--- config.mk ---
export PLATFORM = sky130hd
export DESIGN_NAME = dw_fp_mac_acc
export DESIGN_NICKNAME = d
export VERILOG_FILES = /design/src/rtl/dw_fp_mac_acc.sv
export SDC_FILE = /design/constraint.sdc
export NUM_CORES = 2
export LEC_CHECK = 0
export BUFFER_PORTS_ARGS = -buffer_cell sky130_fd_sc_hd__buf_2
export CAP_MARGIN = 40
export CORE_AREA = 2 2 278 280
export DETAILED_ROUTE_END_ITERATION = 7
export DIE_AREA = 0 0 280 282
export PLACE_DENSITY = 0.95
export SLEW_MARGIN = 20
export SYNTH_ARGS = -nofsm -noshare
export SYNTH_HDL_FRONTEND = slang
export SYNTH_SLANG_ARGS = --single-unit
--- constraint.sdc ---
create_clock -name inst_clk -period 31.8 [get_ports inst_clk]
set_input_delay 3.18 -clock inst_clk [delete_from_list [all_inputs] [get_ports inst_clk]]
set_output_delay 3.18 -clock inst_clk [all_outputs]
set_load 0.05 [all_outputs]
--- src/rtl/dw_fp_mac_acc.sv ---
// Sequential FP dot-product engine: one fused multiply-add per accepted operand pair.
// Optional macro DW_FP_MAC_ACC_BIAS_EN adds inst_bias as the initial accumulator value.

module dw_fp_mac_acc_mac #(
  parameter int SIG_W = 23,
  parameter int EXP_W = 8,
  parameter int IEEE  = 0
) (
  input  logic [SIG_W+EXP_W:0] a,
  input  logic [SIG_W+EXP_W:0] b,
  input  logic [SIG_W+EXP_W:0] c,
  input  logic [2:0]           rnd,
  output logic [SIG_W+EXP_W:0] z,
  output logic [7:0]           status
);
  localparam int W  = SIG_W + EXP_W + 1;
  localparam int MW = SIG_W + 1;
  localparam int PW = 2*SIG_W + 2;
  localparam int WF = PW + 3;
  localparam int WN = WF + 1;
  localparam int EW = EXP_W + 10;
  localparam logic signed [EW-1:0] BIAS     = EW'((1 << (EXP_W-1)) - 1);
  localparam logic signed [EW-1:0] EMAX     = EW'((1 << EXP_W) - 1);
  localparam logic signed [EW-1:0] NORM_OFS = EW'(2*SIG_W + 4);
  localparam logic signed [EW-1:0] E_ONE    = EW'(1);
  localparam logic [W-1:0] QNAN = {1'b0, {EXP_W{1'b1}}, 1'b1, {(SIG_W-1){1'b0}}};
  localparam bit KEEP_PAYLOAD   = (IEEE != 0);

  logic sa, sb, sc, sp;
  logic [EXP_W-1:0] ea, eb, ec;
  logic [SIG_W-1:0] fa, fb, fc;
  logic a_zero, b_zero, c_zero, a_inf, b_inf, c_inf, a_nan, b_nan, c_nan;

  assign {sa, ea, fa} = a;
  assign {sb, eb, fb} = b;
  assign {sc, ec, fc} = c;
  assign sp     = sa ^ sb;
  assign a_zero = (ea == '0);
  assign b_zero = (eb == '0);
  assign c_zero = (ec == '0);
  assign a_inf  = (ea == '1) && (fa == '0);
  assign b_inf  = (eb == '1) && (fb == '0);
  assign c_inf  = (ec == '1) && (fc == '0);
  assign a_nan  = (ea == '1) && (fa != '0);
  assign b_nan  = (eb == '1) && (fb != '0);
  assign c_nan  = (ec == '1) && (fc != '0);

  logic [PW-1:0] mp, p_frame, c_frame, big_m, small_m;
  logic signed [EW-1:0] ep, ecs, e_big, d, er;
  logic [EW-1:0] lead;
  logic [WF-1:0] small_ext, small_sh, big_al;
  logic [WN-1:0] sum, norm;
  logic [MW-1:0] mant;
  logic [MW:0]   mant_r;
  logic [SIG_W-1:0] frac;
  logic sticky_al, p_big, s_big, eff_sub, g, st, inc, to_inf;
  logic [W-1:0] gen_z, nan_src;
  logic [7:0]   gen_st;

  // Both operands are aligned with their leading one at bit PW-1, so the
  // larger exponent (or larger mantissa on a tie) never yields a negative sum.
  always_comb begin
    mp      = PW'({1'b1, fa}) * PW'({1'b1, fb});
    p_frame = mp[PW-1] ? mp : (mp << 1);
    ep      = $signed(EW'(ea)) + $signed(EW'(eb)) - BIAS + $signed(EW'(mp[PW-1]));
    c_frame = c_zero ? '0 : {1'b1, fc, {MW{1'b0}}};
    ecs     = $signed(EW'(ec));
    p_big   = c_zero || (ep > ecs) || ((ep == ecs) && (p_frame >= c_frame));
    big_m   = p_big ? p_frame : c_frame;
    small_m = p_big ? c_frame : p_frame;
    e_big   = p_big ? ep : ecs;
    s_big   = p_big ? sp : sc;
    d       = p_big ? (ep - ecs) : (ecs - ep);
    if (d > EW'(WN)) d = EW'(WN);
    small_ext = {small_m, 3'b000};
    small_sh  = small_ext >> d;
    sticky_al = ((small_sh << d) != small_ext);
    big_al    = {big_m, 3'b000};
    eff_sub   = !c_zero && (sp != sc);
    sum = eff_sub ? ({1'b0, big_al} - {1'b0, small_sh | WF'(sticky_al)})
                  : ({1'b0, big_al} + {1'b0, small_sh | WF'(sticky_al)});

    lead = '0;
    for (int i = 0; i < WN; i++) begin
      if (sum[i]) lead = EW'(i);
    end
    norm = sum << (EW'(WN-1) - lead);
    er   = e_big + $signed(lead) - NORM_OFS;
    mant = norm[WN-1 -: MW];
    g    = norm[WN-1-MW];
    st   = |norm[WN-2-MW:0];

    case (rnd)
      3'd1:    inc = 1'b0;
      3'd2:    inc = (g | st) & ~s_big;
      3'd3:    inc = (g | st) & s_big;
      3'd4:    inc = g;
      3'd5:    inc = g | st;
      default: inc = g & (st | mant[0]);
    endcase
    mant_r = {1'b0, mant} + (MW+1)'(inc);
    if (mant_r[MW]) begin
      frac = mant_r[SIG_W:1];
      er   = er + E_ONE;
    end else begin
      frac = mant_r[SIG_W-1:0];
    end

    to_inf = (rnd == 3'd2) ? !s_big :
             (rnd == 3'd3) ? s_big  :
             (rnd != 3'd1);
    gen_st    = '0;
    gen_st[5] = g | st;
    if (sum == '0) begin
      gen_z  = {(rnd == 3'd3), {(W-1){1'b0}}};
      gen_st = 8'h01;
    end else if (er >= EMAX) begin
      gen_z     = to_inf ? {s_big, {EXP_W{1'b1}}, {SIG_W{1'b0}}}
                         : {s_big, {(EXP_W-1){1'b1}}, 1'b0, {SIG_W{1'b1}}};
      gen_st    = 8'h30;
      gen_st[1] = to_inf;
    end else if (er < E_ONE) begin
      gen_z  = {s_big, {(W-1){1'b0}}};
      gen_st = 8'h29;
    end else begin
      gen_z = {s_big, er[EXP_W-1:0], frac};
    end

    nan_src = a_nan ? a : (b_nan ? b : c);
    z       = gen_z;
    status  = gen_st;
    if (a_nan || b_nan || c_nan) begin
      z      = KEEP_PAYLOAD ? nan_src : QNAN;
      status = '0;
    end else if ((a_inf && b_zero) || (a_zero && b_inf) ||
                 ((a_inf || b_inf) && c_inf && (sp != sc))) begin
      z      = QNAN;
      status = 8'h04;
    end else if (a_inf || b_inf) begin
      z      = {sp, {EXP_W{1'b1}}, {SIG_W{1'b0}}};
      status = 8'h02;
    end else if (c_inf) begin
      z      = c;
      status = 8'h02;
    end else if (a_zero || b_zero) begin
      if (c_zero) begin
        z      = {(sp && sc) || ((sp != sc) && (rnd == 3'd3)), {(W-1){1'b0}}};
        status = 8'h01;
      end else begin
        z      = c;
        status = '0;
      end
    end
  end
endmodule

// state | meaning
// IDLE  | waiting for inst_start; all outputs low
// ACC   | accepting operand pairs, one MAC per handshake
// DONE  | result presented, held until out_ready
module dw_fp_mac_acc #(
  parameter int inst_sig_width       = 23,
  parameter int inst_exp_width       = 8,
  parameter int inst_ieee_compliance = 0,
  parameter int LEN_WIDTH            = 8
) (
  input  logic                                     inst_clk,
  input  logic                                     inst_rst_n,
  input  logic                                     inst_start,
  input  logic [LEN_WIDTH-1:0]                     inst_len,
  input  logic [2:0]                               inst_rnd,
  input  logic                                     inst_in_valid,
  output logic                                     inst_in_ready,
  input  logic [inst_sig_width+inst_exp_width:0]   inst_a,
  input  logic [inst_sig_width+inst_exp_width:0]   inst_b,
`ifdef DW_FP_MAC_ACC_BIAS_EN
  input  logic [inst_sig_width+inst_exp_width:0]   inst_bias,
`endif
  output logic                                     out_valid,
  input  logic                                     out_ready,
  output logic [inst_sig_width+inst_exp_width:0]   z_inst,
  output logic [7:0]                               status_inst,
  output logic                                     inst_busy
);
  localparam int W = inst_sig_width + inst_exp_width + 1;

  typedef enum logic [1:0] {S_IDLE, S_ACC, S_DONE} state_t;

  state_t               state;
  logic [LEN_WIDTH-1:0] len_q, count;
  logic [2:0]           rnd_q;
  logic [W-1:0]         acc, mac_z, init_val;
  logic [7:0]           mac_st, init_st;
  logic [5:0]           sticky;

`ifdef DW_FP_MAC_ACC_BIAS_EN
  logic bias_zero, bias_inf;
  assign bias_zero = (inst_bias[W-2:inst_sig_width] == '0);
  assign bias_inf  = (inst_bias[W-2:inst_sig_width] == '1) &&
                     (inst_bias[inst_sig_width-1:0] == '0);
  assign init_val  = inst_bias;
  assign init_st   = {6'b0, bias_inf, bias_zero};
`else
  assign init_val  = '0;
  assign init_st   = 8'h01;
`endif

  dw_fp_mac_acc_mac #(
    .SIG_W (inst_sig_width),
    .EXP_W (inst_exp_width),
    .IEEE  (inst_ieee_compliance)
  ) u_mac (
    .a      (inst_a),
    .b      (inst_b),
    .c      (acc),
    .rnd    (rnd_q),
    .z      (mac_z),
    .status (mac_st)
  );

  always_ff @(posedge inst_clk or negedge inst_rst_n) begin
    if (!inst_rst_n) begin
      state         <= S_IDLE;
      acc           <= '0;
      count         <= '0;
      sticky        <= '0;
      len_q         <= '0;
      rnd_q         <= '0;
      inst_in_ready <= 1'b0;
      out_valid     <= 1'b0;
      z_inst        <= '0;
      status_inst   <= '0;
      inst_busy     <= 1'b0;
    end else begin
      case (state)
        S_IDLE: begin
          if (inst_start) begin
            acc       <= init_val;
            count     <= '0;
            sticky    <= '0;
            len_q     <= inst_len;
            rnd_q     <= inst_rnd;
            inst_busy <= 1'b1;
            if (inst_len == '0) begin
              state       <= S_DONE;
              out_valid   <= 1'b1;
              z_inst      <= init_val;
              status_inst <= init_st;
            end else begin
              state         <= S_ACC;
              inst_in_ready <= 1'b1;
            end
          end
        end
        S_ACC: begin
          if (inst_in_valid) begin
            acc    <= mac_z;
            sticky <= sticky | mac_st[7:2];
            count  <= count + LEN_WIDTH'(1);
            if (count == len_q - LEN_WIDTH'(1)) begin
              state         <= S_DONE;
              inst_in_ready <= 1'b0;
              out_valid     <= 1'b1;
              z_inst        <= mac_z;
              status_inst   <= {sticky | mac_st[7:2], mac_st[1:0]};
            end
          end
        end
        S_DONE: begin
          if (out_ready) begin
            state       <= S_IDLE;
            out_valid   <= 1'b0;
            z_inst      <= '0;
            status_inst <= '0;
            inst_busy   <= 1'b0;
          end
        end
        default: state <= S_IDLE;
      endcase
    end
  end
endmodule
==> metrics, run 1 <==
std cell rows=just over 100; Failed at=global routing; Starting Density=69.76%; first-pass GRT wire length=418400 µm; clock buffer depth=2; Most used DFF post-synth=dfrtp_1; EDFF count, synth=0; Syn Inst Count=roughly 7300; root buf cell=clkbuf_16; status=aborted with a tool error; cts hold-fix bufs=0; Global Route Usage Sum=around 70%; Die H=282 µm; H-tree levels=3; CTS buffer count=9; distinct cell type count after synthesis=130; Post-DP HPWL=178300 µm; Seq cells post-synth=98; dpl cell area=54110 µm²; Port Buffers=120; GP Congestion=1.718; total gr overflow=56; tool error=[ERROR GRT-0116] Global routing finished with congestion. Check the congestion regions in the DRC Viewer.; Avg Cell Area, Syn=7.201 µm²; Ports=roughly 120; clock tree sinks=98; Die Span X=approximately 280 µm; Seq/Total Area, Yosys=4.644%; ys async rst share=between 90% and 100%; largest net degree at the start of global routing=115; YS warnings=0; Netlist Area Pre-Place=52800 µm²; number of global-route vias before repair=68760
-- per-stage QoR --
stage,worst slack (ns),cells
after floorplan,3.084,7334
after global placement,0.4162,8122
after CTS,0.0008775,8162
after detailed placement,-0.6615,8145
-- cells in the mapped netlist (112+ instances only) --
| master | count | area share (%) |
|---|---|---|
| o211ai_1 | 116 | 1.6 |
| a21oi_1 | 418 | 4.0 |
| nand2_1 | 910 | 6.5 |
| fa_1 | 487 | 18 |
| ha_1 | 354 | 8.4 |
| nand3_1 | 204 | 1.9 |
| nor2_1 | 646 | 4.6 |
| mux2i_1 | 180 | 3.4 |
| xnor2_1 | 122 | 2.0 |
| a211oi_1 | 112 | 1.6 |
| inv_1 | 764 | 5.4 |
| clkbuf_1 | 324 | 2.3 |
| o21ai_0 | 317 | 3.0 |
| and2_1 | 289 | 3.4 |
| nor3_1 | 168 | 1.6 |
-- metal layers --
metal | GRT overflow | track usage, %
met1 | 5 | 70.91
met2 | 17 | 84.27
met3 | 10 | 61.31
met4 | 24 | 63.24
met5 | 0 | 40.35
-- what timing repair did --
item,CTS
setup buffers,0
gates cloned,1
setup endpoints to repair,63
pin swaps,1
endpoints found under the hold margin,0
resized for setup,3
-- kinds of logic after synthesis --
logic type                 after synthesis  share of synthesized area, %
buffers and inverters                 1234                         9.215
other                                    1                      0.007102
muxes                                  287                         5.881
and+or+nand+nor                       2704                         24.42
adders and majority gates              841                         26.85
xor gates and xnor gates               166                         2.753
DFF                                     98                         4.644
AOI/OAI and AO/OA                     2002                         26.23
==> run 2, diff against run 1 <==
--- a/config.mk
+++ b/config.mk
@@ -7,10 +7,10 @@
 export LEC_CHECK = 0
 export BUFFER_PORTS_ARGS = -buffer_cell sky130_fd_sc_hd__buf_2
 export CAP_MARGIN = 40
-export CORE_AREA = 2 2 278 280
+export CORE_AREA = 2 2 367 369
 export DETAILED_ROUTE_END_ITERATION = 7
-export DIE_AREA = 0 0 280 282
-export PLACE_DENSITY = 0.95
+export DIE_AREA = 0 0 369 371
+export PLACE_DENSITY_LB_ADDON = 0.15
 export SLEW_MARGIN = 20
 export SYNTH_ARGS = -nofsm -noshare
 export SYNTH_HDL_FRONTEND = slang
==> run 2 against run 1 <==
Compared with the run above:
- the run now ends clean
- synthesized cell count unchanged
- synthesized area unchanged
==> metrics, run 2 <==
status=finished, final reports clean; Post-DRT Antenna Nets=0; R2R depth=84; kind of end point of the critical path=flop; Synth top area share=18.46% (unchanged); Worst R2R End=acc[11]; Final nets=8337; die footprint=136900 µm²; max cap viols=0; reg-to-reg startpoint=acc[24]; Ports=123 (unchanged); initial antenna violation count=22; total gr overflow=0; mux contribution to synthesized area=5.881% (unchanged); distinct cell type count after synthesis=130 (unchanged); drt wl/cell=32.99 µm; crit path DAT=~31 ns; Syn Inst Count=7333 (unchanged); fin crit share=96.54%; R2R Setup Slk=~10 ns; root buf cell=clkbuf_16; Via density=6.724; Worst-Margin Slew=around 1.2 ns; leading cell types in the layout, fill and taps excluded=908 x nand2_1, 761 x inv_1, 645 x nor2_1; core footprint=about 130000 µm²; critical path fanouts, max=25; CTS tree=done; pre-CTS setup slack=0.2489 ns (+0.9104 ns); Synth Area in Compound Gates=26.23% (unchanged); Die Span X=369 µm (+32%); HP Class=flop to flop; Top cell by count, worst path=buf_4; clock tree sinks=98 (unchanged); RSZ-0062 raised after global routing=no; Seq cells post-synth=98 (unchanged); biggest regs=acc: 32 flops, z_inst: 32 flops; WL final=between 300000 and 400000 µm; Seq/Total Area, Yosys=4.644% (unchanged); Final TNS setup=0 ns; clock buffer depth=2 (unchanged); Worst setup SP type=input port; filler cell count=13920; Avg Cell Area, Syn=7.201 µm² (unchanged); most common library cells after synthesis=910 x nand2_1, 764 x inv_1, 646 x nor2_1; largest net degree at the start of global routing=84; Max Fclk=around 33 MHz; minimum clock period=30.70 ns; setup ws final=1.101 ns; std cell rows=134 (+33%); area leader, netlist=fa_1; critical path's slowest cell=o21ai_0; Most used DFF post-synth=dfrtp_1; largest family of logic cells by synthesized area=adder cells; Fin. Hold Viols=0; Crit Path Class=input port to flop; Layout Skew=0.01545 ns; GP Congestion=1.158 (-33%); Netlist Area Pre-Place=52800 µm² (unchanged); Post-Synth Adder-Cell Area=26.85% (unchanged); layout cells sized above 1=11.36%; Final Max Tran Viols=0; largest cells by area after synthesis=fa_1 18%, ha_1 8.4%, nand2_1 6.5%; Post-Synth Simple-Gate Area=24.42% (unchanged); Port Buffers=120 (unchanged); EDFF count, synth=0 (unchanged); Global Route Usage Sum=43.39%; largest stage delay on the critical path=between 0.8 and 0.9 ns; Iter 0 DRT Violations=roughly 9000; Req. time, crit path=32.05 ns; Starting Density=39.77% (-30 points); crit path launch=inst_b[1]; ys async rst share=100.0% (unchanged); CTS buffer count=9 (unchanged); first-pass GRT wire length=434500 µm; max_slew headroom=between 20 and 25%; final setup fails=0; Die H=371 µm (+32%); P&R area growth vs syn=8.921%; 1st-pass router iterations=8; YS warnings=0 (unchanged); CP Capture Point=acc[11]; worst skew pair latency=between 0.3 and 0.4 ns; xor-xnor portion of the synthesized cell area=2.753% (unchanged); Post-DP HPWL=244100 µm (+37%); most common cell after layout, fill and taps aside=nand2_1; clk slew on worst S/H paths=0.08 ns; number of global-route vias before repair=58760; Remaining DRCs=0; total number of vias=61890; most common cell in the netlist=nand2_1; H-tree levels=3 (unchanged)
-- run 2: worst max-delay path, delay by kind of cell --
kind	cells	cell delay [ns]
muxes	5	2.12
buffers and inverters	20	3.40
and+or+nand+nor	31	7.97
xor gates and xnor gates	1	0.32
adders and majority gates	13	5.05
AOI/OAI and AO/OA	34	8.76
-- run 2: metrics by stage --
step	instance area (µm²)	hold slack, ns	util (%)	std cells
after detailed placement	56660	0.4629	42.67	9135
after CTS	56970	0.4815	42.90	9151
after floorplan	52810	0.4666	-	7334
after global routing	57480	0.5161	43.29	9192
after global placement	56410	0.4573	42.48	9098
final	57510	0.4751	43.31	9205
-- run 2: timing repair --
action                                  CTS  global route
buffers inserted                          0            20
gates resized for setup                   0            46
endpoints found under the setup margin    0            70
hold buffers                              0             0
-- run 2: cells by family (layout without fill, tap and decap cells) --
family,after synthesis,after routing
xor+xnor,166,166
mux,287,287
flops,98,98
simple gates,2704,2704
other cells,1,18
buf+inv,1234,1321
fa+ha+maj,841,841
compound gates,2002,2002
-- run 2: worst min path at each step --
stage | start | to | slack, ns | depth (start not counted)
after floorplan | sticky[0] | sticky[0] | 0.47 | 1
after global placement | z_inst[31] | z_inst[31] | 0.46 | 2
after detailed placement | z_inst[31] | z_inst[31] | 0.46 | 2
after CTS | z_inst[31] | z_inst[31] | 0.48 | 2
after global routing | z_inst[27] | z_inst[27] | 0.52 | 2
final | z_inst[31] | z_inst[31] | 0.48 | 2
-- run 2: routing by layer --
metal  up-vias  track usage [%]  share of wire, %
li1      26110                -                 -
met1     30570            58.15                41
met2      4225            64.52                41
met3       965            11.45                11
met4        20            20.76               6.5
met5         -                0             0.041
-- run 2: final cells by class --
cell class / instances / area (µm²) / area share, %
Clock inverter: 7 / 78.83 / 0.1371
Timing Repair Buffer: 527 / 3742 / 6.507
Clock buffer: 9 / 225.2 / 0.3916
Multi-Input combinational cell: 6002 / 45820 / 79.66
Tap cell: 1768 / 2212 / 3.846
Inverter: 778 / 2948 / 5.125
Antenna cell: 16 / 40.04 / 0.06962
Sequential cell: 98 / 2452 / 4.264
Power of run 2 is not shown: default switching activity piles up to over one toggle a cycle in this logic, so the estimate is an artifact.
